===== src/rtl/npu_top_core.sv =====
// npu_top_core: 4-lane int8 dot-product NPU with a frame-control FSM, a
// requantization stage (shift / ReLU / saturate) driven by SSFR, a result
// FIFO and a 32-bit debug PISO.
//
// state  | meaning
// IDLE   | waiting for EN_FSM; SSFR writes accepted here only
// LOAD_W | capture weight quad from DA..DD
// RUN    | capture one activation quad per cycle, FRAME_LEN in total
// DRAIN  | two cycles for the product/result pipeline to empty
module npu_top_core #(
  parameter int FRAME_LEN  = 8,
  parameter int FIFO_DEPTH = 16
) (
  input  logic       CLKEXT,
  input  logic       RST_GLO,
  input  logic       EN_FSM,
  input  logic       EN_CONFIG,
  input  logic [7:0] DA,
  input  logic [7:0] DB,
  input  logic [7:0] DC,
  input  logic [7:0] DD,
  input  logic       RD_EN,
  input  logic       EN_PISO_DEB,
  input  logic       CLR_PISO_DEB,
  input  logic       SHIFT_DEB,
  input  logic       SEL_CON,
  output logic [7:0] D_OUT,
  output logic       FULL,
  output logic       EMPTY
);

  localparam int AW = $clog2(FIFO_DEPTH);
  localparam int CW = $clog2(FRAME_LEN);

  typedef enum logic [2:0] {
    IDLE   = 3'd0,
    LOAD_W = 3'd1,
    RUN    = 3'd2,
    DRAIN  = 3'd3
  } state_t;

  state_t             state;
  logic [15:0]        ssfr;
  logic signed [7:0]  w0, w1, w2, w3;
  logic signed [7:0]  x0, x1, x2, x3;
  logic [CW-1:0]      act_cnt;
  logic               drain_cnt;
  logic               act_vld;

  logic signed [15:0] p0, p1, p2, p3;
  logic               prod_vld;

  logic signed [17:0] acc;
  logic signed [17:0] shifted;
  logic [7:0]         res_byte;

  logic [7:0]         fifo_mem [FIFO_DEPTH];
  logic [AW-1:0]      wr_ptr, rd_ptr;
  logic [AW:0]        fifo_cnt;
  logic [7:0]         rd_reg;
  logic [7:0]         last_result;
  logic               fifo_wr, fifo_pop;

  logic [31:0]        piso;

  // Frame sequencing, SSFR writes, weight and activation capture
  always_ff @(posedge CLKEXT or posedge RST_GLO) begin
    if (RST_GLO) begin
      state     <= IDLE;
      ssfr      <= 16'h2280;
      w0        <= '0;
      w1        <= '0;
      w2        <= '0;
      w3        <= '0;
      x0        <= '0;
      x1        <= '0;
      x2        <= '0;
      x3        <= '0;
      act_cnt   <= '0;
      drain_cnt <= 1'b0;
      act_vld   <= 1'b0;
    end else begin
      act_vld <= 1'b0;
      case (state)
        IDLE: begin
          if (EN_CONFIG) ssfr <= {DA, DB};
          if (EN_FSM) state <= LOAD_W;
        end
        LOAD_W: begin
          w0      <= DA;
          w1      <= DB;
          w2      <= DC;
          w3      <= DD;
          act_cnt <= '0;
          state   <= RUN;
        end
        RUN: begin
          x0      <= DA;
          x1      <= DB;
          x2      <= DC;
          x3      <= DD;
          act_vld <= 1'b1;
          if (act_cnt == CW'(FRAME_LEN - 1)) begin
            drain_cnt <= 1'b0;
            state     <= DRAIN;
          end else begin
            act_cnt <= act_cnt + CW'(1);
          end
        end
        DRAIN: begin
          if (drain_cnt) begin
            drain_cnt <= 1'b0;
            state     <= IDLE;
          end else begin
            drain_cnt <= 1'b1;
          end
        end
        default: state <= IDLE;
      endcase
    end
  end

  // Product stage: four signed 8x8 multiplies registered one cycle after capture
  always_ff @(posedge CLKEXT or posedge RST_GLO) begin
    if (RST_GLO) begin
      p0       <= '0;
      p1       <= '0;
      p2       <= '0;
      p3       <= '0;
      prod_vld <= 1'b0;
    end else begin
      p0       <= 16'(w0) * 16'(x0);
      p1       <= 16'(w1) * 16'(x1);
      p2       <= 16'(w2) * 16'(x2);
      p3       <= 16'(w3) * 16'(x3);
      prod_vld <= act_vld;
    end
  end

  // Sum, arithmetic shift, optional ReLU and optional saturation to int8
  always_comb begin
    acc      = 18'(p0) + 18'(p1) + 18'(p2) + 18'(p3);
    shifted  = acc >>> ssfr[11:8];
    if (ssfr[7] && shifted < 0) shifted = '0;
    res_byte = shifted[7:0];
    if (ssfr[13]) begin
      if (shifted > 18'sd127)       res_byte = 8'h7F;
      else if (shifted < -18'sd128) res_byte = 8'h80;
    end
  end

  // A pop in the same cycle frees a slot, so a full FIFO still accepts the write
  always_comb begin
    FULL     = (fifo_cnt == (AW+1)'(FIFO_DEPTH));
    EMPTY    = (fifo_cnt == '0);
    fifo_pop = RD_EN && !EMPTY;
    fifo_wr  = prod_vld && (!FULL || fifo_pop);
  end

  // FIFO storage; contents are don't-care until written, so no reset
  always_ff @(posedge CLKEXT) begin
    if (fifo_wr) fifo_mem[wr_ptr] <= res_byte;
  end

  // FIFO pointers, occupancy, read register and last computed result
  always_ff @(posedge CLKEXT or posedge RST_GLO) begin
    if (RST_GLO) begin
      wr_ptr      <= '0;
      rd_ptr      <= '0;
      fifo_cnt    <= '0;
      rd_reg      <= '0;
      last_result <= '0;
    end else begin
      if (prod_vld) last_result <= res_byte;
      if (fifo_wr) wr_ptr <= wr_ptr + AW'(1);
      if (fifo_pop) begin
        rd_reg <= fifo_mem[rd_ptr];
        rd_ptr <= rd_ptr + AW'(1);
      end
      case ({fifo_wr, fifo_pop})
        2'b10:   fifo_cnt <= fifo_cnt + (AW+1)'(1);
        2'b01:   fifo_cnt <= fifo_cnt - (AW+1)'(1);
        default: fifo_cnt <= fifo_cnt;
      endcase
    end
  end

  // Debug PISO: clear beats load beats shift
  always_ff @(posedge CLKEXT or posedge RST_GLO) begin
    if (RST_GLO) begin
      piso <= '0;
    end else if (CLR_PISO_DEB) begin
      piso <= '0;
    end else if (EN_PISO_DEB) begin
      piso <= {ssfr, last_result, 3'b000, FULL, EMPTY, state};
    end else if (SHIFT_DEB) begin
      piso <= {8'h00, piso[31:8]};
    end
  end

  // Output byte select between registered sources
  always_comb begin
    D_OUT = SEL_CON ? rd_reg : piso[7:0];
  end

endmodule


===== config.mk =====
export PLATFORM = sky130hd
export DESIGN_NAME = npu_top_core
export DESIGN_NICKNAME = d
export VERILOG_FILES = /design/src/rtl/npu_top_core.sv
export SDC_FILE = /design/constraint.sdc
export NUM_CORES = 1
export LEC_CHECK = 0
export BUFFER_PORTS_ARGS = -buffer_cell sky130_fd_sc_hd__buf_2
export CAP_MARGIN = 20
export CORE_AREA = 2 2 201 203
export CTS_CLUSTER_DIAMETER = 60
export CTS_CLUSTER_SIZE = 30
export DETAILED_ROUTE_END_ITERATION = 10
export DIE_AREA = 0 0 203 205
export PLACE_DENSITY_LB_ADDON = 0.08
export SKIP_LAST_GASP = 1
export SLEW_MARGIN = 20
export SYNTH_ARGS = -nofsm -noshare
export SYNTH_HDL_FRONTEND = slang
export SYNTH_SLANG_ARGS = --single-unit

===== constraint.sdc =====
create_clock -name CLKEXT -period 8.1 [get_ports CLKEXT]
set_input_delay 1.215 -clock CLKEXT [delete_from_list [all_inputs] [get_ports CLKEXT]]
set_output_delay 1.215 -clock CLKEXT [all_outputs]
set_load 0.01 [all_outputs]

==> results.json, run 1 <==
{
  "synth-edff-count": 128,
  "timing.hold.worst.class": "reg -> reg",
  "die-width_um": 203,
  "detail-route-antenna-nets": 0,
  "netlist_instances": 2218,
  "post_drt_wl_per_cell_um": 19.36,
  "tritoncts.num_buffers": 30,
  "drt-initial-drc-count": 1252,
  "timing.critical_path.max_delay_family": "compound AO/OA/AOI/OAI gates",
  "slew_headroom": 0.2375,
  "cts_tree": "yes",
  "avg_inst_size_synth_um2": 11.39,
  "synth_ff_type": "sky130_fd_sc_hd__dfrtp_1",
  "cts-hold-fix-buffers": 0,
  "critical_path_peak_fanout": 16,
  "final_hold_violations": 0,
  "final_util": 0.6888,
  "synth_top_cell_by_area": "sky130_fd_sc_hd__dfrtp_1",
  "io_buffer_count": 50,
  "crit_path_start_kind": "register",
  "clkSinkCount": 341,
  "n_fill_cell": 2897,
  "clk_transition_reported_paths_ps": 80,
  "synth_cell_type_count": 76,
  "synth.cell_area_um2": 25270,
  "period_share": 0.7155,
  "clock_skew_ps": 18.36,
  "cpMostUsedCell": "sky130_fd_sc_hd__fa_1",
  "top_register": "fifo_mem",
  "crit_slowest_cell": "sky130_fd_sc_hd__o311ai_4",
  "synth_warnings": 0,
  "largest_registers": "fifo_mem: 128 flops, piso: 32 flops",
  "globalRouteOverflowTotal": 0,
  "grt.total_usage": 0.2745,
  "worst_ep_arrival_time_ps": 6000,
  "initial_utilization": 0.6420,
  "net_count_synth": 2660,
  "synth.top_cell.area_share": 0.2079,
  "cts-root-buf": "sky130_fd_sc_hd__clkbuf_16",
  "fp.dieArea_um2": 41620,
  "worstPathRequired_ps": 8310,
  "synth-seq-cells": 341,
  "critPathMaxStageDelay_ps": 730,
  "period_needed_ps": 5795,
  "setup-violations-final": 0,
  "globalplace.congestion": 0.8972,
  "antenna_found_initial": 1,
  "clk_path_buf_depth": 3,
  "max_cap_viol_count": 0,
  "grt_first_pass_wirelength_um": 88980,
  "nNetsFinal": 2679,
  "core_area_um2": 39370,
  "setup_tns_ps": 0,
  "seq_area_um2": 9180,
  "synth-seq-area-share": 0.3631,
  "tightestPinTransition_ps": 1144,
  "share_of_synthesized_flip_flops_with_an_asynchronous_set_or_reset": 0.6246,
  "cts_htree_levels": 1,
  "outcome": "completed",
  "yosys.cell_count.top_type": "sky130_fd_sc_hd__inv_1",
  "route.vias.total": 16025,
  "place_ws_ps": 2383,
  "setup_ws_final_ps": 2305,
  "critical_path_buf_inv_count": 0,
  "layout-area-overhead-vs-synth_pct": 7.292,
  "drcViolationCount": 0,
  "die_height_um": 205,
  "via_count_of_the_first_global_routing_pass": 16612,
  "number_of_vias_per_cell": 5.750,
  "finalMaxSlewViolations": 0,
  "setup.worst_path.end_class": "register",
  "cts.repair.resized": 0,
  "rsz0062_at_grt": "no",
  "synth.top_cells.by_area": "sky130_fd_sc_hd__dfrtp_1 21%, sky130_fd_sc_hd__fa_1 20%, sky130_fd_sc_hd__edfxtp_1 15%",
  "drt_pass1_iterations": 7,
  "multi_input_comb_area_um2": 14560,
  "worst_hold_slack_ps": 352.0,
  "dpl.hpwl_um": 40420,
  "path_cells": "fa_1 -> fa_1 -> ha_1 -> a21oi_2 -> o21ai_1 -> and3_1 -> or4_1 -> nand2_4 -> nand2_2 -> o2111ai_1 -> o311ai_1 -> o311ai_4 -> nand2_1",
  "worst-setup-path-type": "reg -> reg",
  "routed_wirelength_um": 53950,
  "post-cts-setup-buffers": 0,
  "max_reg_flops": 128,
  "num_rows": 73,
  "final_layout_size_suffix_gt1_frac": 0.1199,
  "pin_count_of_the_biggest_net_entering_global_routing": 137,
  "clock_insertion_delay_worst_skew_ps": 610,
  "synth_common_cells": "334 x sky130_fd_sc_hd__inv_1, 254 x sky130_fd_sc_hd__fa_1, 210 x sky130_fd_sc_hd__dfrtp_1, 169 x sky130_fd_sc_hd__nand2_1, 168 x sky130_fd_sc_hd__and2_1",
  "top_level_pins": 51,
  "fmax_ghz": 0.1726
}
-- through the flow --
stage          std cells  instance area (µm²)
3_5_place_dp        2730                25960
3_3_place_gp        2730                25960
4_1_cts             2786                27110
6_report            2787                27120
2_1_floorplan       2218                25270
5_1_grt             2786                27110
-- cell type report --
type                            instances  share of cell area
Tap cell                              525             0.02422
Multi-Input combinational cell       1472              0.5370
Antenna cell                            1          0.00009228
Clock inverter                         24             0.01449
Sequential cell                       341              0.3385
Clock buffer                           32             0.02796
Timing Repair Buffer                   56             0.01089
Inverter                              336             0.04679
-- cell usage in the layout (no fill, tap or decap), drive strengths merged, types with 4 or more instances in the layout --
| cell type | count |
|---|---|
| nand3 | 21 |
| nor2b | 9 |
| a21boi | 11 |
| xor2 | 7 |
| nor3b | 10 |
| nor3 | 12 |
| a211o | 4 |
| a21o | 15 |
| o21a | 8 |
| inv | 345 |
| nor4 | 5 |
| a211oi | 17 |
| o211ai | 17 |
| mux2 | 88 |
| nor2 | 97 |
| mux2i | 33 |
| mux4 | 42 |
| edfxtp | 128 |
| dfrtp | 210 |
| and3 | 7 |
| clkbuf | 32 |
| nand4 | 7 |
| o21bai | 6 |
| a22oi | 4 |
| and2 | 168 |
| o21ai | 66 |
| nand2 | 171 |
| xnor2 | 73 |
| nand2b | 37 |
| clkinv | 13 |
| a21oi | 82 |
| ha | 147 |
| buf | 56 |
| fa | 254 |
| o41ai | 5 |
| a31oi | 8 |
-- cell families after synthesis --
family,Yosys count,share of synthesized area
XOR/XNOR,80,0.02772
buffers and inverters,405,0.06104
adder cells (fa/ha/maj),401,0.2740
AO/OA/AOI/OAI,274,0.07342
flip-flops,341,0.3631
multiplexers,163,0.08971
AND/OR/NAND/NOR,554,0.1110
-- worst paths after layout --
| kind | startpoint | end | slack (ps) | cells after the start |
|---|---|---|---|---|
| setup / recovery | p0[12] | fifo_mem[7][2] | 2300 | 13 |
| hold / removal | act_vld | prod_vld | 350 | 0 |
| setup reg to reg | p0[12] | fifo_mem[7][2] | 2300 | 13 |
| hold reg to reg | act_vld | prod_vld | 350 | 0 |
| max in group asynchronous | RST_GLO | w2[0] | 5770 | 3 |
| min in group asynchronous | RST_GLO | x3[1] | 790 | 2 |
-- metal layers --
metal  routed length, µm  track usage
met1               23700       0.3910
met5                   0            0
met4                1204      0.06595
met3                2421      0.02768
met2               26620       0.4607
Power of run 1 is left out: the tool's default activity adds up to more than one toggle a clock period on the data nets, which glitch-free logic cannot reach.
==> run 2: changes to the inputs <==
CORE_AREA = 2 2 212 214   (was 2 2 201 203)
DIE_AREA = 0 0 214 216   (was 0 0 203 205)
clock period = 5.3 ns   (was 8.1 ns; I/O delays follow)
==> run 2 against run 1 <==
Worst setup slack lost 2000 ps; global-route usage is 2.2 points lower; design area grew 1.1%; cell count up 3.2%; critical endpoint is now fifo_mem[12][0]; count of clock-buffer cells in the layout grew 1; non-clock buffer count rose by 23; highest routed layer unchanged.
==> results.json, run 2 (synthesis gave the netlist of run 1 again) <==
{
  "core_area_um2": 43840,
  "period_share": 0.9502,
  "layout_common_cells": "333 x sky130_fd_sc_hd__inv_1, 254 x sky130_fd_sc_hd__fa_1, 206 x sky130_fd_sc_hd__dfrtp_1",
  "antenna_cells": 0,
  "rr_worst_depth": 20,
  "post_drt_wl_per_cell_um": 19.11,
  "top_register": "fifo_mem",
  "dpl.hpwl_um": 41490,
  "clock_insertion_delay_worst_skew_ps": 600,
  "tightestPinTransition_ps": 984.4,
  "fmax_ghz": 0.1986,
  "globalRouteOverflowTotal": 0,
  "fp.dieArea_um2": 46220,
  "crit_path_start_kind": "register",
  "route.vias.total": 16059,
  "place_area_um2": 26190,
  "setup-violations-final": 0,
  "outcome": "completed",
  "via_count_of_the_first_global_routing_pass": 17056,
  "layout-area-overhead-vs-synth_pct": 8.510,
  "finalMaxSlewViolations": 0,
  "reg2reg_slack_ps": 260,
  "drt-met1-wl_um": 25220,
  "clk_transition_reported_paths_ps": 80,
  "globalplace.congestion": 0.8810,
  "clk_path_buf_depth": 3,
  "worst-setup-path-type": "reg -> reg",
  "max_cap_viol_count": 0,
  "clkSinkCount": 341,
  "cts-hold-fix-buffers": 0,
  "final_area_um2": 27420,
  "n_fill_cell": 3530,
  "cts_htree_levels": 1,
  "critical_path_peak_fanout": 16,
  "die_height_um": 216,
  "timing.hold.worst.class": "in -> async",
  "detail-route-antenna-nets": 0,
  "top_level_pins": 51,
  "worst_ep_arrival_time_ps": 5370,
  "die-width_um": 214,
  "final_hold_violations": 0,
  "antenna_found_initial": 6,
  "routed_wirelength_um": 54970,
  "pin_count_of_the_biggest_net_entering_global_routing": 97,
  "met2WireLength_um": 26740,
  "drt_pass1_iterations": 5,
  "setup.worst_path.end_class": "register",
  "number_of_vias_per_cell": 5.584,
  "period_needed_ps": 5036,
  "layout_commonest_cell": "sky130_fd_sc_hd__inv_1",
  "clock_skew_ps": 18.78,
  "worstPathRequired_ps": 5640,
  "drcViolationCount": 0,
  "seq_area_um2": 9183,
  "rr_endpoint": "fifo_mem[12][0]",
  "cts-root-buf": "sky130_fd_sc_hd__clkbuf_16",
  "nNetsFinal": 2702,
  "multi_input_comb_area_um2": 14600,
  "io_buffer_count": 50,
  "cts_tree": "yes",
  "worst_r2r_startpoint": "p0[1]",
  "grt.total_usage": 0.2522,
  "met3_wirelength_um": 2126,
  "final_layout_size_suffix_gt1_frac": 0.1318,
  "grt_first_pass_wirelength_um": 92490,
  "num_rows": 77,
  "tritoncts.num_buffers": 30,
  "largest_registers": "fifo_mem: 128 flops, piso: 32 flops",
  "slew_headroom": 0.3368,
  "max_reg_flops": 128,
  "top_signal_layer_used": "met4",
  "drt-initial-drc-count": 1218,
  "initial_utilization": 0.5765
}
run 2: cell count changes in the layout (fill, tap and decap cells not counted), sizes merged:
cell / previous run / this run
inv: 345 / 351
diode: 1 / 0
clkinv: 13 / 4
buf: 56 / 79
clkbuf: 32 / 33
bufinv: 0 / 2
run 2: worst max-delay path by stage:
stage                     startpoint               to  cells after the start
after floorplan                p0[1]   fifo_mem[0][0]                     18
after global placement         p0[1]  fifo_mem[10][0]                     18
after detailed placement       p0[1]  fifo_mem[10][6]                     18
after CTS                      p0[1]  fifo_mem[12][0]                     18
after global routing           p0[1]  fifo_mem[14][0]                     19
final                          p0[1]  fifo_mem[12][0]                     20
run 2: cell type report:
cell class	instances	area share
Sequential cell	341	0.3348
Tap cell	592	0.02701
Clock inverter	23	0.01259
Timing Repair Buffer	79	0.01843
Multi-Input combinational cell	1472	0.5324
Inverter	336	0.04613
Clock buffer	33	0.02856
run 2: critical path, cell delays in order, from the launching register on:
cell                       delay (ps)
sky130_fd_sc_hd__dfrtp_1          330
sky130_fd_sc_hd__inv_1             50
sky130_fd_sc_hd__fa_1             560
sky130_fd_sc_hd__fa_1             410
sky130_fd_sc_hd__inv_1             60
sky130_fd_sc_hd__ha_1             200
sky130_fd_sc_hd__inv_1             70
sky130_fd_sc_hd__fa_1             390
sky130_fd_sc_hd__nand2b_1         190
sky130_fd_sc_hd__a21o_1           260
sky130_fd_sc_hd__a21boi_4         280
sky130_fd_sc_hd__o41ai_1          170
sky130_fd_sc_hd__o41ai_2          330
sky130_fd_sc_hd__buf_4            170
sky130_fd_sc_hd__o211ai_1          90
sky130_fd_sc_hd__o32ai_2          270
sky130_fd_sc_hd__a21oi_1          160
sky130_fd_sc_hd__o311ai_4         350
sky130_fd_sc_hd__buf_12           170
sky130_fd_sc_hd__nand2_1           70
sky130_fd_sc_hd__buf_4            190
run 2: what timing repair did:
| action | in CTS | in global routing |
|---|---|---|
| setup endpoints to repair | 0 | 121 |
| gates resized for setup | 0 | 8 |
| setup buffers | 0 | 6 |
run 2: routing by layer:
metal | track usage | vias to the layer above
li1 | - | 7428
met1 | 0.3648 | 8265
met2 | 0.4208 | 312
met3 | 0.02579 | 54
met4 | 0.04685 | 0
met5 | 0 | -
run 2: per-stage QoR:
stage | setup slack (ps) | setup TNS (ps) | hold slack, ps | utilization | std cells
2_1_floorplan | 624.7 | 0 | 331.2 | - | 2218
3_3_place_gp | 50.63 | 0 | 339.5 | 0.5975 | 2814
3_5_place_dp | 40.73 | 0 | 336.3 | 0.5975 | 2814
4_1_cts | 2.791 | 0 | 272.8 | 0.6232 | 2870
5_1_grt | -31.71 | -1507 | 315.8 | 0.6256 | 2876
6_report | 264.2 | 0 | 284.5 | 0.6256 | 2876
Power of run 2 is left out for the same reason.
==> run 3: changes to the inputs <==
CORE_AREA = 2 2 201 203   (was 2 2 212 214)
DIE_AREA = 0 0 203 205   (was 0 0 214 216)
clock period = 5 ns   (was 5.3 ns; I/O delays follow)
==> run 3 against run 2 <==
Global-route usage increased by 2.8 points; worst setup slack got worse by 180 ps; utilization increased by 8.2 points; cell count decreased by 0.73%; sequential share of layout area decreased by 0.48 points; register-to-register slack got worse by 180 ps; critical path depth decreased by 1; via count increased by 1.5%; clock skew increased by 9.1 ps; non-clock buffer count increased by 45.
==> results.json, run 3 (synthesis gave the netlist of run 1 again) <==
{
  "setup-violations-final": 0,
  "clock_skew_ps": 27.90,
  "pin_count_of_the_biggest_net_entering_global_routing": 90,
  "clkSinkCount": 341,
  "core_area_um2": 39370,
  "period_needed_ps": 4920,
  "final_hold_violations": 0,
  "clock_insertion_delay_worst_skew_ps": 610,
  "max_reg_flops": 128,
  "route.vias.total": 16307,
  "grt_first_pass_wirelength_um": 91040,
  "rr_endpoint": "fifo_mem[13][4]",
  "top_register": "fifo_mem",
  "largest_registers": "fifo_mem: 128 flops, piso: 32 flops",
  "fp.dieArea_um2": 41620,
  "antenna_found_initial": 2,
  "period_share": 0.9840,
  "drcViolationCount": 0,
  "grt.total_usage": 0.2805,
  "tightestPinTransition_ps": 1119,
  "initial_utilization": 0.6420,
  "tritoncts.num_buffers": 30,
  "routed_wirelength_um": 55620,
  "num_rows": 73,
  "dpl.hpwl_um": 41900,
  "final-instance-count-excl-fill": 2855,
  "number_of_vias_per_cell": 5.712,
  "worstPathRequired_ps": 5360,
  "slew_headroom": 0.2538,
  "worst_r2r_startpoint": "p1[15]",
  "clk_path_buf_depth": 3,
  "final_util": 0.7071,
  "fmax_ghz": 0.2033,
  "cts_tree": "yes",
  "clk_transition_reported_paths_ps": 90,
  "worst-setup-path-type": "reg -> reg",
  "post_drt_wl_per_cell_um": 19.48,
  "max_cap_viol_count": 0,
  "finalMaxSlewViolations": 0,
  "reg2reg_slack_ps": 80,
  "crit_path_start_kind": "register",
  "layout_commonest_cell": "sky130_fd_sc_hd__inv_1",
  "layout-area-overhead-vs-synth_pct": 10.15,
  "layout_common_cells": "329 x sky130_fd_sc_hd__inv_1, 252 x sky130_fd_sc_hd__fa_1, 201 x sky130_fd_sc_hd__dfrtp_1",
  "critical_path_peak_fanout": 8,
  "drt_pass1_iterations": 5,
  "drt-initial-drc-count": 1330,
  "detail-route-antenna-nets": 0,
  "nNetsFinal": 2747,
  "die-width_um": 203,
  "die_height_um": 205,
  "io_buffer_count": 50,
  "outcome": "completed",
  "globalplace.congestion": 0.9059,
  "globalRouteOverflowTotal": 0,
  "cts_htree_levels": 1,
  "via_count_of_the_first_global_routing_pass": 17091,
  "dp.cells": 2784,
  "rsz0062_at_grt": "yes",
  "worst_ep_arrival_time_ps": 5280,
  "cts-root-buf": "sky130_fd_sc_hd__clkbuf_16",
  "timing.hold.worst.class": "in -> async",
  "rr_worst_depth": 19,
  "top_level_pins": 51,
  "setup.worst_path.end_class": "register",
  "cts-hold-fix-buffers": 0,
  "final_layout_size_suffix_gt1_frac": 0.1649
}
-- run 3: worst max-delay path by stage --
stage          startpoint         endpoint  slack (ps)
5_1_grt            p1[15]   fifo_mem[9][4]        -100
4_1_cts            p1[15]   fifo_mem[1][4]          30
2_1_floorplan       p0[1]   fifo_mem[0][0]         320
3_5_place_dp       p1[15]   fifo_mem[1][4]         -20
3_3_place_gp       p1[15]   fifo_mem[0][4]          10
6_report           p1[15]  fifo_mem[13][4]          80
-- run 3: through the flow --
stage | hold WS (ps) | setup TNS [ps] | setup slack, ps | area, µm²
6_report | 260.9 | 0 | 80.00 | 27840
3_5_place_dp | 347.0 | -600.9 | -19.08 | 26370
3_3_place_gp | 336.2 | 0 | 12.31 | 26370
5_1_grt | 306.8 | -8392 | -98.65 | 27840
2_1_floorplan | 331.2 | 0 | 324.7 | 25280
4_1_cts | 277.1 | 0 | 29.33 | 27520
-- run 3: layout make-up --
type / count / area [µm²]
clock inverter: 25 / 365.4
fill: 2895 / 11530
tap: 525 / 656.9
clock buffer: 31 / 764.5
antenna: 1 / 2.502
timing repair buffer: 124 / 845.8
inverter: 336 / 1265
multi-input combinational: 1472 / 14750
sequential: 341 / 9189
-- run 3: timing repair --
action / CTS / global route
buffers inserted: 2 / 8
endpoints found under the hold margin: 0 / 0
cloned: 0 / 4
gates resized for setup: 0 / 64
pin swaps: 3 / 26
setup endpoints to repair: 101 / 125
-- run 3: critical path: stages, from the launching register on --
cell and delay (ps):
sky130_fd_sc_hd__dfrtp_2 460, sky130_fd_sc_hd__inv_2 90, sky130_fd_sc_hd__fa_2 470, sky130_fd_sc_hd__fa_1 520
sky130_fd_sc_hd__inv_1 40, sky130_fd_sc_hd__ha_1 300, sky130_fd_sc_hd__buf_4 170, sky130_fd_sc_hd__a221o_1 410
sky130_fd_sc_hd__nor4_2 320, sky130_fd_sc_hd__a221oi_4 100, sky130_fd_sc_hd__buf_4 180, sky130_fd_sc_hd__a211oi_2 260
sky130_fd_sc_hd__o21ai_1 130, sky130_fd_sc_hd__o211ai_1 250, sky130_fd_sc_hd__buf_4 160, sky130_fd_sc_hd__a21oi_2 60
sky130_fd_sc_hd__o311ai_4 330, sky130_fd_sc_hd__buf_6 180, sky130_fd_sc_hd__nand2_4 60, sky130_fd_sc_hd__clkbuf_4 180
-- run 3: layer usage --
metal  track usage  wire length [µm]  vias to the layer above
li1              -                 -                     7525
met1        0.3904             24130                     8332
met2        0.4703             27110                      369
met3       0.03786              2867                       79
met4       0.07404              1509                        2
met5             0                10                        -
Power of run 3 is left out for the same reason.
